<file path="src/rtl/apb_pkg.sv">
// Shared APB definitions: transfer states, address field positions and the
// default error read-data pattern also used by the slave wrappers.
package apb_pkg;

  typedef enum logic [1:0] {
    ST_IDLE   = 2'd0,
    ST_SETUP  = 2'd1,
    ST_ACCESS = 2'd2,
    ST_RESP   = 2'd3
  } apb_state_e;

  localparam int APB_ADDR_HI = 19;
  localparam int APB_ADDR_LO = 2;
  localparam int SLV_IDX_HI  = 23;
  localparam int SLV_IDX_LO  = 20;

  localparam logic [31:0] ERR_RDATA_DEFAULT = 32'hDEADBEEF;

endpackage

</file>
<file path="src/rtl/apb_psel_decoder.sv">
// Slave index to one-hot PSEL decode; flags indices beyond the populated slaves.
module apb_psel_decoder #(
  parameter int NUM_SLAVES = 16
) (
  input  logic [3:0]            idx,
  output logic [NUM_SLAVES-1:0] sel,
  output logic                  invalid
);

  always_comb begin
    sel = '0;
    for (int i = 0; i < NUM_SLAVES; i++) begin
      sel[i] = (32'(idx) == i);
    end
    invalid = (32'(idx) >= NUM_SLAVES);
  end

endmodule

</file>
<file path="src/rtl/apb_master_bridge.sv">
// Valid/ready request to APB3 initiator with slave decode, PREADY timeout and
// a registered valid/ready response port.
//
// state  | meaning
// IDLE   | waiting for a request; req_ready high
// SETUP  | PSEL driven, PENABLE low, exactly one cycle
// ACCESS | PENABLE high, waiting for PREADY or timeout
// RESP   | rsp_valid high until rsp_ready
module apb_master_bridge
  import apb_pkg::*;
#(
  parameter int          NUM_SLAVES     = 16,
  parameter int          TIMEOUT_CYCLES = 255,
  parameter logic [31:0] ERR_RDATA      = ERR_RDATA_DEFAULT
) (
  input  logic                  PCLK,
  input  logic                  PRESET,
  input  logic                  req_valid,
  output logic                  req_ready,
  input  logic                  req_write,
  input  logic [23:0]           req_addr,
  input  logic [31:0]           req_wdata,
  output logic                  rsp_valid,
  input  logic                  rsp_ready,
  output logic [31:0]           rsp_rdata,
  output logic                  rsp_err,
  output logic [NUM_SLAVES-1:0] PSEL,
  output logic [17:0]           PADDR,
  output logic                  PENABLE,
  output logic                  PWRITE,
  output logic [31:0]           PWDATA,
  input  logic [31:0]           PRDATA,
  input  logic                  PREADY,
  input  logic                  PSLVERR
);

  localparam logic [7:0] CNT_LAST = 8'(TIMEOUT_CYCLES - 1);

  apb_state_e            state_q, state_d;
  logic [NUM_SLAVES-1:0] psel_q, psel_d;
  logic                  penable_q, penable_d;
  logic                  pwrite_q, pwrite_d;
  logic [17:0]           paddr_q, paddr_d;
  logic [31:0]           pwdata_q, pwdata_d;
  logic                  rsp_valid_q, rsp_valid_d;
  logic                  rsp_err_q, rsp_err_d;
  logic [31:0]           rsp_rdata_q, rsp_rdata_d;
  logic [7:0]            cnt_q, cnt_d;

  logic [NUM_SLAVES-1:0] dec_sel;
  logic                  dec_invalid;
  logic                  unused_addr_bits;

  assign unused_addr_bits = ^req_addr[1:0];

  apb_psel_decoder #(.NUM_SLAVES(NUM_SLAVES)) u_dec (
    .idx     (req_addr[SLV_IDX_HI:SLV_IDX_LO]),
    .sel     (dec_sel),
    .invalid (dec_invalid)
  );

  always_comb begin
    state_d     = state_q;
    psel_d      = psel_q;
    penable_d   = penable_q;
    pwrite_d    = pwrite_q;
    paddr_d     = paddr_q;
    pwdata_d    = pwdata_q;
    rsp_valid_d = rsp_valid_q;
    rsp_err_d   = rsp_err_q;
    rsp_rdata_d = rsp_rdata_q;
    cnt_d       = cnt_q;
    unique case (state_q)
      ST_IDLE: begin
        if (req_valid) begin
          if (dec_invalid) begin
            // No bus cycle for an unmapped slave; answer straight away.
            rsp_valid_d = 1'b1;
            rsp_err_d   = 1'b1;
            rsp_rdata_d = ERR_RDATA;
            state_d     = ST_RESP;
          end else begin
            psel_d    = dec_sel;
            penable_d = 1'b0;
            pwrite_d  = req_write;
            paddr_d   = req_addr[APB_ADDR_HI:APB_ADDR_LO];
            pwdata_d  = req_wdata;
            state_d   = ST_SETUP;
          end
        end
      end
      ST_SETUP: begin
        penable_d = 1'b1;
        cnt_d     = '0;
        state_d   = ST_ACCESS;
      end
      ST_ACCESS: begin
        if (PREADY) begin
          psel_d      = '0;
          penable_d   = 1'b0;
          rsp_valid_d = 1'b1;
          rsp_err_d   = PSLVERR;
          rsp_rdata_d = pwrite_q ? 32'h0 : PRDATA;
          state_d     = ST_RESP;
        end else if (cnt_q == CNT_LAST) begin
          psel_d      = '0;
          penable_d   = 1'b0;
          rsp_valid_d = 1'b1;
          rsp_err_d   = 1'b1;
          rsp_rdata_d = ERR_RDATA;
          state_d     = ST_RESP;
        end else begin
          cnt_d = cnt_q + 8'd1;
        end
      end
      ST_RESP: begin
        if (rsp_ready) begin
          rsp_valid_d = 1'b0;
          state_d     = ST_IDLE;
        end
      end
      default: state_d = ST_IDLE;
    endcase
  end

  always_ff @(posedge PCLK) begin
    if (PRESET) begin
      state_q     <= ST_IDLE;
      psel_q      <= '0;
      penable_q   <= 1'b0;
      pwrite_q    <= 1'b0;
      paddr_q     <= '0;
      pwdata_q    <= '0;
      rsp_valid_q <= 1'b0;
      rsp_err_q   <= 1'b0;
      rsp_rdata_q <= '0;
      cnt_q       <= '0;
    end else begin
      state_q     <= state_d;
      psel_q      <= psel_d;
      penable_q   <= penable_d;
      pwrite_q    <= pwrite_d;
      paddr_q     <= paddr_d;
      pwdata_q    <= pwdata_d;
      rsp_valid_q <= rsp_valid_d;
      rsp_err_q   <= rsp_err_d;
      rsp_rdata_q <= rsp_rdata_d;
      cnt_q       <= cnt_d;
    end
  end

  assign req_ready = (state_q == ST_IDLE) & ~PRESET;
  assign PSEL      = psel_q;
  assign PENABLE   = penable_q;
  assign PWRITE    = pwrite_q;
  assign PADDR     = paddr_q;
  assign PWDATA    = pwdata_q;
  assign rsp_valid = rsp_valid_q;
  assign rsp_err   = rsp_err_q;
  assign rsp_rdata = rsp_rdata_q;

endmodule

</file>
<file path="config.mk">
export PLATFORM = sky130hd
export DESIGN_NAME = apb_master_bridge
export DESIGN_NICKNAME = d
export VERILOG_FILES = /design/src/rtl/apb_pkg.sv /design/src/rtl/apb_psel_decoder.sv /design/src/rtl/apb_master_bridge.sv
export SDC_FILE = /design/constraint.sdc
export NUM_CORES = 1
export LEC_CHECK = 0
export ABC_AREA = 0
export CORE_MARGIN = 8
export CORE_UTILIZATION = 38
export DETAILED_ROUTE_END_ITERATION = 12
export HOLD_SLACK_MARGIN = 0.05
export PLACE_DENSITY_LB_ADDON = 0.2
export SYNTH_ARGS = -nofsm -noshare
export SYNTH_HDL_FRONTEND = slang
export SYNTH_SLANG_ARGS = --single-unit
</file>
<file path="constraint.sdc">
create_clock -name PCLK -period 1.63 [get_ports PCLK]
set_input_delay 0.163 -clock PCLK [delete_from_list [all_inputs] [get_ports PCLK]]
set_output_delay 0.163 -clock PCLK [all_outputs]
set_load 0.1 [all_outputs]
</file>
# After elaboration in Yosys (flattened, before gate mapping)
# Cells that the tools add are included.
[totals]
register_bits = 112
latchBits = 0
ram_bits = 0
romBits = 0
input_bits = 95
out_inout_bits = 103
elab_cells = 75
memories = 0
[op_classes]
n_addsub = 1
n_mul = 0
div = 0
magnitude_cmp = 0
eq_ne = 24
n_shift = 0
mux = 24
bitwise_logic = 2
reduce_logical = 14
[ops]
columns = ["op", "n"]
rows = [
  ["two-way mux 32 bit", 3],
  ["two-way mux 16 bit", 3],
  ["== test 4 bit (second input constant)", 8],
  ["one-hot mux 16 bit (2 select lines)", 1],
  ["== test 4 x 3 -> 1 bit (second input constant)", 4],
  ["two-way mux 8 bit", 2],
  ["one-hot mux 8 bit (2 select lines)", 1],
  ["AND reduction 3 bit", 5],
  ["adder 8 x 1 -> 8 bit (second input constant)", 1],
  ["== test 4 x 2 -> 1 bit (second input constant)", 2],
  ["== test 8 bit (second input constant)", 1],
  ["two-way mux 2 bit", 4],
  ["inequality test 2 bit (second input constant)", 4],
  ["one-hot mux 2 bit (4 select lines)", 1],
  ["nonzero test 2 bit", 4],
  ["two-way mux 1 bit", 7],
  ["== test 2 bit (second input constant)", 2],
  ["== test 4 x 1 -> 1 bit (second input constant)", 1],
  ["zero test 4 bit", 1],
  ["AND reduction 2 bit", 2],
  ["inequality test 3 bit (second input constant)", 1],
  ["one-hot mux 1 bit (3 select lines)", 1],
  ["nonzero test 3 bit", 1],
  ["== test 2 x 1 -> 1 bit (second input constant)", 1],
  ["other kinds (4)", 4],
]

# Longest topological paths before layout
# Gate-level depths: netlist (run 1).
[logic_depth]
word_depth = 4
depth_mapped = 8
mapped_depth_nobuf = 6

# Cells and area by module
# A second synthesis (run 1) with hierarchy kept.
[hier_totals]
hier_cells = 512
hier_area_um2 = 4710.8
[by_module_without_submodules]
columns = ["module", "n_inst", "cells_each", "area_each_um2", "seq_area_each_um2"]
rows = [
  ["apb_master_bridge", 1, 490, 4473.0, 2242.2],
  ["apb_psel_decoder", 1, 22, 237.7, 0.0],
]

# Worst setup path after synthesis (run 1)
# Ideal clock, no wire load.
[synth_timing]
kind = "flip-flop to output port"
from = "register state_q[0]"
to = "output req_ready"
arrival_time_ns = 2.031
required_time_ns = 1.467
setup_slack_ns = -0.564
stages_incl_launch_ff = 5
n_path_buf = 1
cell_sequence = "dfxtp_1 > inv_1 > ha_1 > clkbuf_2 > nor2b_1"
[synth_between]
elab_chain_len = 2
[synth_rtl]
columns = ["element", "line_no", "text"]
rows = [
  ["start: declaration", "apb_master_bridge.sv:39", "apb_state_e state_q, state_d;"],
  ["start signal: assignment", "apb_master_bridge.sv:139", "state_q <= state_d;"],
  ["zero test 2 bit", "apb_master_bridge.sv:152", "assign req_ready = (state_q == ST_IDLE) & ~PRESET;"],
  ["AND 1 bit", "apb_master_bridge.sv:152", ""],
  ["end: declaration", "apb_master_bridge.sv:19", "output logic req_ready,"],
]
# Every way passes these cells.

# Worst setup path in the final report (run 1)
[layout_timing]
from = "register state_q[1]"
to = "output req_ready"
# Same word-level chain as after synthesis.

==> results of run 1 <==
[cell usage after synthesis, types with 3 or more instances]
master,instances,area share
sky130_fd_sc_hd__nor2_1,4,0.0032
sky130_fd_sc_hd__a21oi_1,65,0.070
sky130_fd_sc_hd__a31o_2,6,0.011
sky130_fd_sc_hd__nand4_1,6,0.0081
sky130_fd_sc_hd__clkbuf_1,19,0.015
sky130_fd_sc_hd__a311oi_1,3,0.0056
sky130_fd_sc_hd__a211oi_2,20,0.054
sky130_fd_sc_hd__a211oi_1,5,0.0081
sky130_fd_sc_hd__nand2_1,113,0.091
sky130_fd_sc_hd__a31o_1,6,0.011
sky130_fd_sc_hd__nand2b_1,29,0.039
sky130_fd_sc_hd__ha_1,6,0.016
sky130_fd_sc_hd__nor2b_1,3,0.0040
sky130_fd_sc_hd__buf_2,6,0.0065
sky130_fd_sc_hd__a22o_1,8,0.015
sky130_fd_sc_hd__nor4_1,12,0.016
sky130_fd_sc_hd__a31oi_1,3,0.0040
sky130_fd_sc_hd__o21ai_0,7,0.0075
sky130_fd_sc_hd__buf_6,5,0.012
sky130_fd_sc_hd__inv_1,5,0.0040
sky130_fd_sc_hd__dfxtp_1,112,0.48
sky130_fd_sc_hd__buf_1,8,0.0065
sky130_fd_sc_hd__nand3_1,10,0.011
sky130_fd_sc_hd__a21oi_2,19,0.036
[layout make-up]
cell class / count / area (sq um)
clock inverter: 5 / 38.79
clock buffer: 11 / 242.7
inverter: 5 / 21.27
timing repair buffer: 244 / 3477
sequential: 112 / 2248
fill: 860 / 3447
multi-input combinational: 353 / 2302
tap: 147 / 183.9
[critical path: cells and delay by family, from the launching register on]
kind,cells,cell delay (ns)
adder cells (fa/ha/maj),1,0.27
AND/OR/NAND/NOR,1,0.16
flip-flops,1,0.35
buffers and inverters,3,0.42
[state kept, by name, indices dropped and copies added, names as in the netlist]
name	count
PENABLE	1
PWRITE	1
PWDATA	32
cnt_q	8
PSEL	16
rsp_err	1
rsp_rdata	32
rsp_valid	1
PADDR	18
state_q	2
[kinds of logic (layout without fill, tap and decap cells)]
kind of cell	after synthesis	after routing
muxes	1	1
adders and majority gates	6	6
AOI/OAI and AO/OA	154	154
and+or+nand+nor	192	192
buffers and inverters	47	265
DFF	112	112
[power by group]
group	total (mW)	internal (mW)	switching [mW]	leakage, nW
Sequential	3.68	3.19	0.491	0.914
Clock	2.13	1.10	1.03	0.137
Combinational	7.52	2.80	4.72	2.14
Total	13.3	7.09	6.24	3.19
[layer usage]
metal  track usage  vias to the layer above  share of wire  wire [um]
met5             0                        -              0          0
met4       0.06578                        0          0.023        363
met3       0.04566                       23          0.052        809
met2        0.3352                      133           0.52       8080
met1        0.2018                     2166           0.40       6274
li1              -                     2222              -          -
[worst paths after layout]
kind,end,slack (ns),cells past startpoint
worst max register to register,cnt_q[1],-0.07,8
worst min-delay path,cnt_q[0],0.11,2
worst min register to register,cnt_q[5],0.48,1
worst max-delay path,req_ready,-0.08,5
[cells in the final DEF, fill, tap and decap left out, drive strengths merged, types with 2 or more instances in the layout]
| cell | count |
|---|---|
| a311oi | 3 |
| nor2 | 4 |
| a21o | 2 |
| nand2 | 113 |
| ha | 6 |
| inv | 8 |
| buf | 153 |
| dfxtp | 112 |
| nor2b | 3 |
| a211oi | 25 |
| and2 | 2 |
| o21ai | 8 |
| nor4 | 12 |
| a31o | 12 |
| clkbuf | 11 |
| o211ai | 2 |
| or3 | 2 |
| and3 | 3 |
| or2b | 2 |
| a21oi | 86 |
| nand3 | 10 |
| clkdlybuf4s50 | 91 |
| nand2b | 29 |
| a22o | 8 |
| a31oi | 3 |
| nand4 | 6 |
[through the flow]
step	hold WS [ns]	util	area [sq um]	setup TNS [ns]
after floorplan	0.2797	-	4667	-0.1016
after global placement	0.4571	0.6662	7969	-0.9880
after detailed placement	0.4610	0.6662	7969	-3.569
after CTS	0.1005	0.7006	8381	-0.3946
after global routing	0.1166	0.7118	8514	-2.669
final	0.1116	0.7118	8514	-0.5424
[repair_timing]
item	in CTS	in global routing
setup endpoints to repair	59	36
endpoints found under the hold margin	0	0
buffers inserted	5	3
pin swaps	8	13
gates cloned	2	0
gates resized for setup	18	19
==> summary.log, run 1 <==
qor: outcome.outcome complete, but fails checks
qor: outcome.violations setup timing
qor: power.max-vdd-ir-drop 968.8 uV
qor: global_route.grt_overflow 0
qor: logic_synthesis.ys_async_rst_share 0
qor: route.first_iter_violations 263
qor: worst_setup_path.timing.critical_path.from state_q[1]
qor: global_route.first_global_vias 4593
qor: power.reported_leakage_power 3.191 nW
qor: clock_network.cts.clk_slew.worst_paths 0.07 ns
qor: logic_synthesis.ys_seq_area_frac 0.4817
qor: worst_setup_path.r2r_startpoint state_q[0]
qor: cells_and_area.antenna_cells 0
qor: floorplan.row_count 40
qor: worst_setup_path.cp-start-kind flop
qor: logic_synthesis.mappedNetlistNets 613
qor: logic_synthesis.yosys.area_share.adder 0.01613
qor: sta.finalHoldViolCount 0
qor: cells_and_area.drive_gt1_frac 0.3370
qor: worst_setup_path.critPathMaxStageDelay 0.35 ns
qor: placed_design.placement.setup.worst_slack -0.1612 ns
qor: cells_and_area.area_growth 82.93%
qor: floorplan.chipWidth 126.7 um
qor: clock_network.tritoncts done
qor: logic_synthesis.synth_top_flop_cell sky130_fd_sc_hd__dfxtp_1
qor: route.avgViaCountPerCell 5.181
qor: logic_synthesis.number_of_synthesized_flops_with_an_enable_pin 0
qor: route.route.antenna.remaining_nets 0
qor: logic_synthesis.syn_area_per_cell 9.091 sq um
qor: floorplan.fp.dieArea 16050 sq um
qor: logic_synthesis.synth.lib_cells_used.distinct 49
qor: worst_setup_path.path_class flop to output port
qor: placed_design.place_congestion 0.8637
qor: logic_synthesis.synth_compound_gate_area_share 0.2476
qor: worst_setup_path.setup.worst_path.end_class output port
qor: sta.max-slew-margin-rel 0.6387
qor: floorplan.boundaryPins 198
qor: clock_network.clk_root_buffer_cell sky130_fd_sc_hd__clkbuf_16
qor: logic_synthesis.synth.area.mux_share 0.002419
qor: sta.setup_viol_count_final 17
qor: clock_network.hold_buffers 0
qor: run.max_cap_violations 0
qor: placed_design.io_buffer_count 195
qor: global_route.grt_first_pass_wirelength 24.01 mm
qor: cells_and_area.final_cells 877
qor: placed_design.cell_count_after_placement 852
qor: logic_synthesis.simple_gate_area_share_of_the_yosys_netlist 0.1965
qor: clock_network.cts-htree-levels 3
qor: sta.grt_setup_unrepaired true
qor: sta.report.final.slew_viol_count 0
qor: power.power-per-cell-area 1565 nW/um^2
qor: floorplan.die_y 126.7 um
qor: route.drt-pass1-iter-count 4
qor: logic_synthesis.number_of_storage_elements_in_the_synthesis_netlist 112
qor: clock_network.cts_inserted_buffers 9
qor: sta.fin_crit 1.712 ns
qor: logic_synthesis.post_synth_inst_count 512
qor: sta.fmaxAchievable 584.3 MHz
qor: sta.clock_skew 0.007524 ns
qor: logic_synthesis.post_synth_xor_area_fraction 0
qor: placed_design.dpl_wire_length 11.24 mm
qor: worst_setup_path.worstPathMaxFanout 4
qor: global_route.grt_usage 0.1836
qor: logic_synthesis.synth_area 4654 sq um
qor: sta.period_utilization 1.050
qor: hold_path.hold_path.startpoint PRESET
qor: hold_path.min_path_type primary input to flop
qor: route.dr_total_vias 4544
qor: floorplan.coreArea 11960 sq um
qor: global_route.grt_antenna_before_repair 0
qor: route.detail_route.wirelength 15.53 mm
qor: floorplan.floorplan.initialDensity 0.3891
qor: route.detail_route.drc_violations 0
qor: global_route.maximum_number_of_pins_on_one_net_before_global_route_repair 52
qor: clock_network.cts_sinks 112
qor: sta.setup_slack -0.08158 ns
qor: worst_setup_path.crit_required 1.47 ns
qor: sta.max_slew.worst_pin.slew 0.5396 ns
qor: cells_and_area.layout.nets 826
qor: power.power.total 13.33 mW
qor: worst_setup_path.critical-path-slowest-cell sky130_fd_sc_hd__dfxtp_2
qor: worst_setup_path.arrival 1.55 ns
qor: clock_network.ctsLongestPathBuffers 2
qor: logic_synthesis.synth_top_family_by_area compound AO/OA/AOI/OAI gates
qor: logic_synthesis.synth_warn 0
qor: route.wl_per_cell 17.71 um
qor: clock_network.insertion_delay 0.34 ns
qor: worst_setup_path.worstPathCellList inv_1 > ha_2 > buf_4 > nor2b_4 > buf_12
(Power assumes the default switching activity.)
==> inputs of run 2 (changes only) <==
--- a/config.mk
+++ b/config.mk
@@ -11,6 +11,7 @@
 export DETAILED_ROUTE_END_ITERATION = 12
 export HOLD_SLACK_MARGIN = 0.05
 export PLACE_DENSITY_LB_ADDON = 0.2
+export REMOVE_ABC_BUFFERS = 1
 export SYNTH_ARGS = -nofsm -noshare
 export SYNTH_HDL_FRONTEND = slang
 export SYNTH_SLANG_ARGS = --single-unit
==> run 2 against run 1 <==
The flow still finishes with violations (setup timing). Sequential share of layout area about the same. Register-to-register slack worse by 0.02 ns. Utilization down 0.063 points. First-iteration DRC count down 17%. Clock-buffer cell count unchanged. Worst hold slack better by 0.021 ns. Highest routed layer unchanged.
==> summary.log, run 2 (same netlist as run 1, synthesis figures left out) <==
qor: outcome.outcome complete, but fails checks
qor: outcome.violations setup timing
qor: placed_design.place_congestion 0.7856
qor: cells_and_area.fin_area 8507 sq um
qor: sta.max_slew.worst_pin.slew 0.4632 ns
qor: clock_network.cts_inserted_buffers 9
qor: route.route.antenna.remaining_nets 0
qor: clock_network.insertion_delay 0.35 ns
qor: cells_and_area.multi_input_comb_area 2340 sq um
qor: route.detail_route.wirelength 15.71 mm
qor: worst_setup_path.critPathMaxStageDelay 0.33 ns
qor: floorplan.fp.dieArea 16050 sq um
qor: route.drt-pass1-iter-count 7
qor: sta.setup_viol_count_final 21
qor: clock_network.hold_buffers 0
qor: global_route.globalRouteMet2Util 0.3321
qor: sta.grt_setup_unrepaired true
qor: global_route.grt_antenna_before_repair 0
qor: route.avgViaCountPerCell 5.193
qor: sta.clock_skew 0.004734 ns
qor: floorplan.coreArea 11960 sq um
qor: placed_design.dpl_wire_length 11.59 mm
qor: cells_and_area.layout.nets 824
qor: floorplan.row_count 40
qor: sta.max-slew-margin-rel 0.6888
qor: cells_and_area.layout_common_cells sky130_fd_sc_hd__nand2_1, sky130_fd_sc_hd__dfxtp_1, sky130_fd_sc_hd__buf_12
qor: worst_setup_path.worstPathCellList inv_2 > ha_4 > or2b_4 > a21oi_4 > buf_4 > buf_12 > nor4_2 > a31o_1
qor: clock_network.clk_root_buffer_cell sky130_fd_sc_hd__clkbuf_16
qor: sta.fmaxAchievable 581.6 MHz
qor: placed_design.placedInstanceArea 7970 sq um
qor: floorplan.boundaryPins 198
qor: global_route.global_route.usage.met1 0.2020
qor: worst_setup_path.timing.critical_path.from state_q[0]
qor: clock_network.cts_sinks 112
qor: run.max_cap_violations 0
qor: floorplan.chipWidth 126.7 um
qor: sta.report.final.slew_viol_count 0
qor: sta.period_utilization 1.055
qor: global_route.grt_first_pass_wirelength 24.46 mm
qor: sta.fin_crit 1.719 ns
qor: power.reported_leakage_power 3.175 nW
qor: cells_and_area.area.sequential 2246 sq um
qor: worst_setup_path.crit_required 1.87 ns
qor: clock_network.cts-htree-levels 3
qor: placed_design.io_buffer_count 195
qor: cells_and_area.drive_gt1_frac 0.3379
qor: worst_setup_path.cp.buffers_inverters 3
qor: cells_and_area.num-fill-cells 869
qor: worst_setup_path.path_delay_family compound AO/OA/AOI/OAI gates
qor: power.power.total 13.35 mW
qor: power.power-per-cell-area 1570 nW/um^2
qor: global_route.maximum_number_of_pins_on_one_net_before_global_route_repair 52
qor: global_route.grt_overflow 0
qor: route.wl_per_cell 17.96 um
qor: cells_and_area.finish.utilization 0.7112
qor: worst_setup_path.r2r_startpoint state_q[0]
qor: route.first_iter_violations 217
qor: worst_setup_path.worstPathMaxFanout 8
qor: floorplan.die_y 126.7 um
qor: worst_setup_path.critical-path-slowest-cell sky130_fd_sc_hd__dfxtp_2
qor: global_route.grt_usage 0.1886
qor: global_route.first_global_vias 4716
qor: clock_network.cts.clk_slew.worst_paths 0.07 ns
qor: floorplan.floorplan.initialDensity 0.3891
qor: route.dr_total_vias 4544
qor: sta.setup_slack -0.08941 ns
qor: clock_network.tritoncts done
qor: route.detail_route.drc_violations 0
qor: cells_and_area.final_common_cell sky130_fd_sc_hd__nand2_1
qor: global_route.grt_use_met3 0.06577
qor: sta.finalHoldViolCount 0
qor: worst_setup_path.path_class flop to flop
qor: worst_setup_path.arrival 1.96 ns
qor: power.max-vdd-ir-drop 977.2 uV
qor: global_route.globalRoute.busiestLayer met2
qor: cells_and_area.antenna_cells 0
qor: hold_path.min_path_type primary input to flop
qor: worst_setup_path.setup.worst_path.end_class flop
qor: clock_network.ctsLongestPathBuffers 2
qor: worst_setup_path.cp-start-kind flop
qor: hold_path.hold_path.startpoint PRESET
qor: cells_and_area.area_growth 82.77%
-- run 2: changes by cell type in the layout (fill, tap and decap cells not counted), moves of 2 or more --
cell | previous run | this run
sky130_fd_sc_hd__buf_4 | 37 | 39
sky130_fd_sc_hd__a21oi_2 | 20 | 23
sky130_fd_sc_hd__o21ai_2 | 0 | 2
sky130_fd_sc_hd__a21oi_1 | 64 | 61
sky130_fd_sc_hd__nor4_1 | 8 | 4
sky130_fd_sc_hd__o21ai_0 | 6 | 4
sky130_fd_sc_hd__dfxtp_2 | 5 | 3
sky130_fd_sc_hd__dfxtp_1 | 107 | 109
sky130_fd_sc_hd__buf_12 | 111 | 109
sky130_fd_sc_hd__ha_2 | 2 | 0
sky130_fd_sc_hd__nor4_2 | 0 | 4
sky130_fd_sc_hd__inv_6 | 3 | 0
-- run 2: cell type report --
class                      count  share of cell area
timing repair buffer         242              0.4020
multi-input combinational    353              0.2750
sequential                   112              0.2640
clock buffer                  11             0.02853
tap                          147             0.02162
clock inverter                 5            0.006619
inverter                       5            0.002206
-- run 2: path summary, 6_finish.rpt --
kind                                    to  slack [ns]  cells after the start
worst min register to register  PWDATA[23]        0.49                      2
worst min-delay path              cnt_q[2]        0.13                      2
worst max register to register     PSEL[6]       -0.09                      8
worst max-delay path               PSEL[6]       -0.09                      8
-- run 2: stage by stage --
stage	instances	hold WS, ns	TNS (ns)	worst slack (ns)
6_report	875	0.1322	-0.9108	-0.08941
4_1_cts	874	0.1091	-0.7873	-0.07472
3_3_place_gp	855	0.4621	-0.6121	-0.06496
5_1_grt	875	0.1307	-2.392	-0.1416
3_5_place_dp	855	0.4631	-1.937	-0.1296
2_1_floorplan	470	0.2276	-75.23	-1.418
-- run 2: timing repair --
item,4_1_cts,5_1_grt
setup endpoints to repair,40,61
resized for setup,25,17
cloned,1,0
buffers inserted,2,2
pin swaps,9,6
-- run 2: worst reg2reg max path, delay by kind of cell, from the launching register on --
kind                     cells  cell delay [ns]
flip-flops                   1             0.33
AO/OA/AOI/OAI                2             0.45
adder cells (fa/ha/maj)      1             0.15
buffers and inverters        3             0.37
AND/OR/NAND/NOR              2             0.33
-- run 2: report_power, final --
part / switching, mW / internal [mW]
Combinational: 4.72 / 2.74
Sequential: 0.491 / 3.19
Clock: 0.980 / 1.23
-- run 2: layer usage --
| metal | vias up | share of wire | wire [um] |
|---|---|---|---|
| li1 | 2218 | - | - |
| met3 | 26 | 0.076 | 1192 |
| met2 | 141 | 0.51 | 8062 |
| met5 | - | 0 | 0 |
| met1 | 2159 | 0.38 | 6044 |
| met4 | 0 | 0.026 | 414 |
==> inputs of run 3 (changes only) <==
--- a/config.mk
+++ b/config.mk
@@ -7,7 +7,7 @@
 export LEC_CHECK = 0
 export ABC_AREA = 0
 export CORE_MARGIN = 8
-export CORE_UTILIZATION = 38
+export CORE_UTILIZATION = 43
 export DETAILED_ROUTE_END_ITERATION = 12
 export HOLD_SLACK_MARGIN = 0.05
 export PLACE_DENSITY_LB_ADDON = 0.2
==> constraint.sdc (replaced) <==
create_clock -name PCLK -period 1.9 [get_ports PCLK]
set_input_delay 0.19 -clock PCLK [delete_from_list [all_inputs] [get_ports PCLK]]
set_output_delay 0.19 -clock PCLK [all_outputs]
set_load 0.02 [all_outputs]
==> run 3 against run 2 <==
The flow now finishes without violations. Clock power is 27% lower. Clock-buffer cell count stayed put. First-iteration DRC count is 53% higher. Combinational power is 61% lower. Design area is 18% lower. Non-clock buffer count is 25 lower. Fmax is 7.3% lower. Global-route usage is 0.19 points higher. Setup slack better by 0.13 ns. Critical path type unchanged. Critical endpoint is now rsp_rdata[4].
==> summary.log, run 3 (same netlist as run 1, synthesis figures left out) <==
qor: outcome.outcome completed
qor: clock_network.ctsLongestPathBuffers 2
qor: sta.fin_worst_hold_slack 0.08842 ns
qor: cells_and_area.layout.nets 800
qor: floorplan.die_y 120.0 um
qor: clock_network.cts_sinks 112
qor: clock_network.cts-htree-levels 3
qor: sta.fin_crit 1.855 ns
qor: worst_setup_path.ff2ff_path_depth 6
qor: clock_network.clk_root_buffer_cell sky130_fd_sc_hd__clkbuf_8
qor: route.wl_per_cell 16.73 um
qor: route.route.antenna.remaining_nets 0
qor: route.detail_route.drc_violations 0
qor: placed_design.placement.setup.worst_slack 0.05623 ns
qor: floorplan.coreArea 10700 sq um
qor: worst_setup_path.timing.critical_path.from state_q[0]
qor: cells_and_area.finish.utilization 0.6554
qor: power.max-vdd-ir-drop 515.7 uV
qor: sta.setup_slack 0.04473 ns
qor: worst_setup_path.r2r_startpoint state_q[0]
qor: power.cell_internal_pwr 4.867 mW
qor: worst_setup_path.worstPathMaxFanout 11
qor: clock_network.tritoncts done
qor: placed_design.io_buffer_count 195
qor: power.share_comb_of_total_power 0.391
qor: clock_network.cts_inserted_buffers 9
qor: worst_setup_path.setup.worst_path.end_class flop
qor: power.p_switching 2.631 mW
qor: power.reported_leakage_power 2.493 nW
qor: cells_and_area.final_common_cell sky130_fd_sc_hd__clkdlybuf4s50_1
qor: worst_setup_path.worst-r2r-setup-slack 0.04 ns
qor: power.sequentialPowerShare 0.394
qor: sta.report.final.slew_viol_count 0
qor: route.drt-pass1-iter-count 5
qor: route.avgViaCountPerCell 5.186
qor: sta.finalHoldViolCount 0
qor: global_route.grt_antenna_before_repair 0
qor: power.clockPowerShare 0.215
qor: floorplan.floorplan.initialDensity 0.4351
qor: power.power.total 7.498 mW
qor: worst_setup_path.arrival 2.17 ns
qor: worst_setup_path.cp-start-kind flop
qor: sta.setup_viol_count_final 0
qor: placed_design.place_congestion 0.8047
qor: route.first_iter_violations 332
qor: cells_and_area.antenna_cells 0
qor: worst_setup_path.path_class flop to flop
qor: cells_and_area.num-fill-cells 915
qor: floorplan.fp.dieArea 14410 sq um
qor: hold_path.hold_path.startpoint PRESET
qor: sta.period_utilization 0.9765
qor: cells_and_area.layout_common_cells sky130_fd_sc_hd__clkdlybuf4s50_1, sky130_fd_sc_hd__nand2_1, sky130_fd_sc_hd__dfxtp_1
qor: floorplan.row_count 38
qor: global_route.grt_overflow 0
qor: sta.fmaxAchievable 539.0 MHz
qor: worst_setup_path.crit_required 2.21 ns
qor: cells_and_area.drive_gt1_frac 0.1392
qor: sta.max-slew-margin-rel 0.5108
qor: cells_and_area.multi_input_comb_area 2181 sq um
qor: cells_and_area.area.sequential 2243 sq um
qor: worst_setup_path.worst_r2r_endpoint rsp_rdata[4]
qor: clock_network.cts.clk_slew.worst_paths 0.10 ns
qor: cells_and_area.area_growth 50.65%
qor: global_route.maximum_number_of_pins_on_one_net_before_global_route_repair 51
qor: power.power-per-cell-area 1069 nW/um^2
qor: hold_path.holdPathStages 2
qor: power.power.share.switching 0.3509
qor: hold_path.min_path_type primary input to flop
qor: route.dr_total_vias 4377
qor: hold_path.hold_path_end PSEL[2]
qor: sta.clock_skew 0.008854 ns
qor: route.detail_route.wirelength 14.12 mm
qor: global_route.grt_usage 0.1905
qor: floorplan.chipWidth 120.0 um
qor: global_route.first_global_vias 4394
qor: sta.max_slew.worst_pin.slew 0.7306 ns
qor: run.max_cap_violations 0
qor: clock_network.insertion_delay 0.37 ns
qor: global_route.grt_first_pass_wirelength 22.43 mm
qor: floorplan.boundaryPins 198
qor: placed_design.dpl_wire_length 10.23 mm
-- run 3: changes by cell type in the layout (fill, tap and decap cells not counted), sizes merged --
cell           change
clkinvlp           -1
buf              -128
bufinv             +1
clkdlybuf4s50    +102
a21oi              +1
dlygate4sd2        +1
-- run 3: power by group through the flow --
stage / clock network (mW) / logic (mW) / registers (mW)
floorplan: 0 / 1.02 / 3.45
global placement: 0 / 2.89 / 2.99
detailed placement: 0 / 2.93 / 3.01
CTS: 1.66 / 2.94 / 2.96
global route: 1.74 / 3.17 / 3.01
finish: 1.61 / 2.93 / 2.96
-- run 3: worst max-delay path by stage --
stage	endpoint	slack, ns	depth (start not counted)
after floorplan	rsp_rdata[14]	-1.14	5
after global placement	PSEL[13]	0.09	6
after detailed placement	PSEL[8]	0.06	6
after CTS	PSEL[8]	0.07	7
after global routing	cnt_q[6]	-0.007	6
final	rsp_rdata[4]	0.04	6
-- run 3: worst max-delay path: stages, from the launching register on --
cell and delay, ns:
sky130_fd_sc_hd__dfxtp_1 0.34, sky130_fd_sc_hd__inv_1 0.11, sky130_fd_sc_hd__ha_2 0.18, sky130_fd_sc_hd__buf_4 0.17, sky130_fd_sc_hd__and2_1 0.15, sky130_fd_sc_hd__nor3b_2 0.61, sky130_fd_sc_hd__a22o_1 0.23
-- run 3: layer usage --
metal,up-vias,track usage,routed length [um]
li1,2160,-,-
met1,2034,0.2191,5710
met2,162,0.3158,6733
met3,21,0.06435,1361
met4,0,0.08509,318
met5,-,0,0
-- run 3: area by class of cell --
cell class              count  share of cell area
well taps                 140             0.02498
repair buffers            217              0.3085
clock buffers              11             0.02159
multi-input cells         354              0.3110
flip-flops and latches    112              0.3200
inverters                   5            0.002677
clock inverters             5             0.01124
-- run 3: repair_timing --
item | 4_1_cts | 5_1_grt
hold endpoints to repair | 0 | 0
endpoints found under the setup margin | 2 | 12
gates cloned | 0 | 1
setup buffers | 0 | 1
gates resized for setup | 3 | 3
hold buffers | 0 | 0
-- run 3: metrics by stage --
step	cell area (sq um)	setup TNS, ns	std cells
final	7012	0	844
after global routing	7012	-0.007429	844
after CTS	6982	0	842
after detailed placement	6749	0	826
after global placement	6749	0	826
after floorplan	4414	-45.94	470
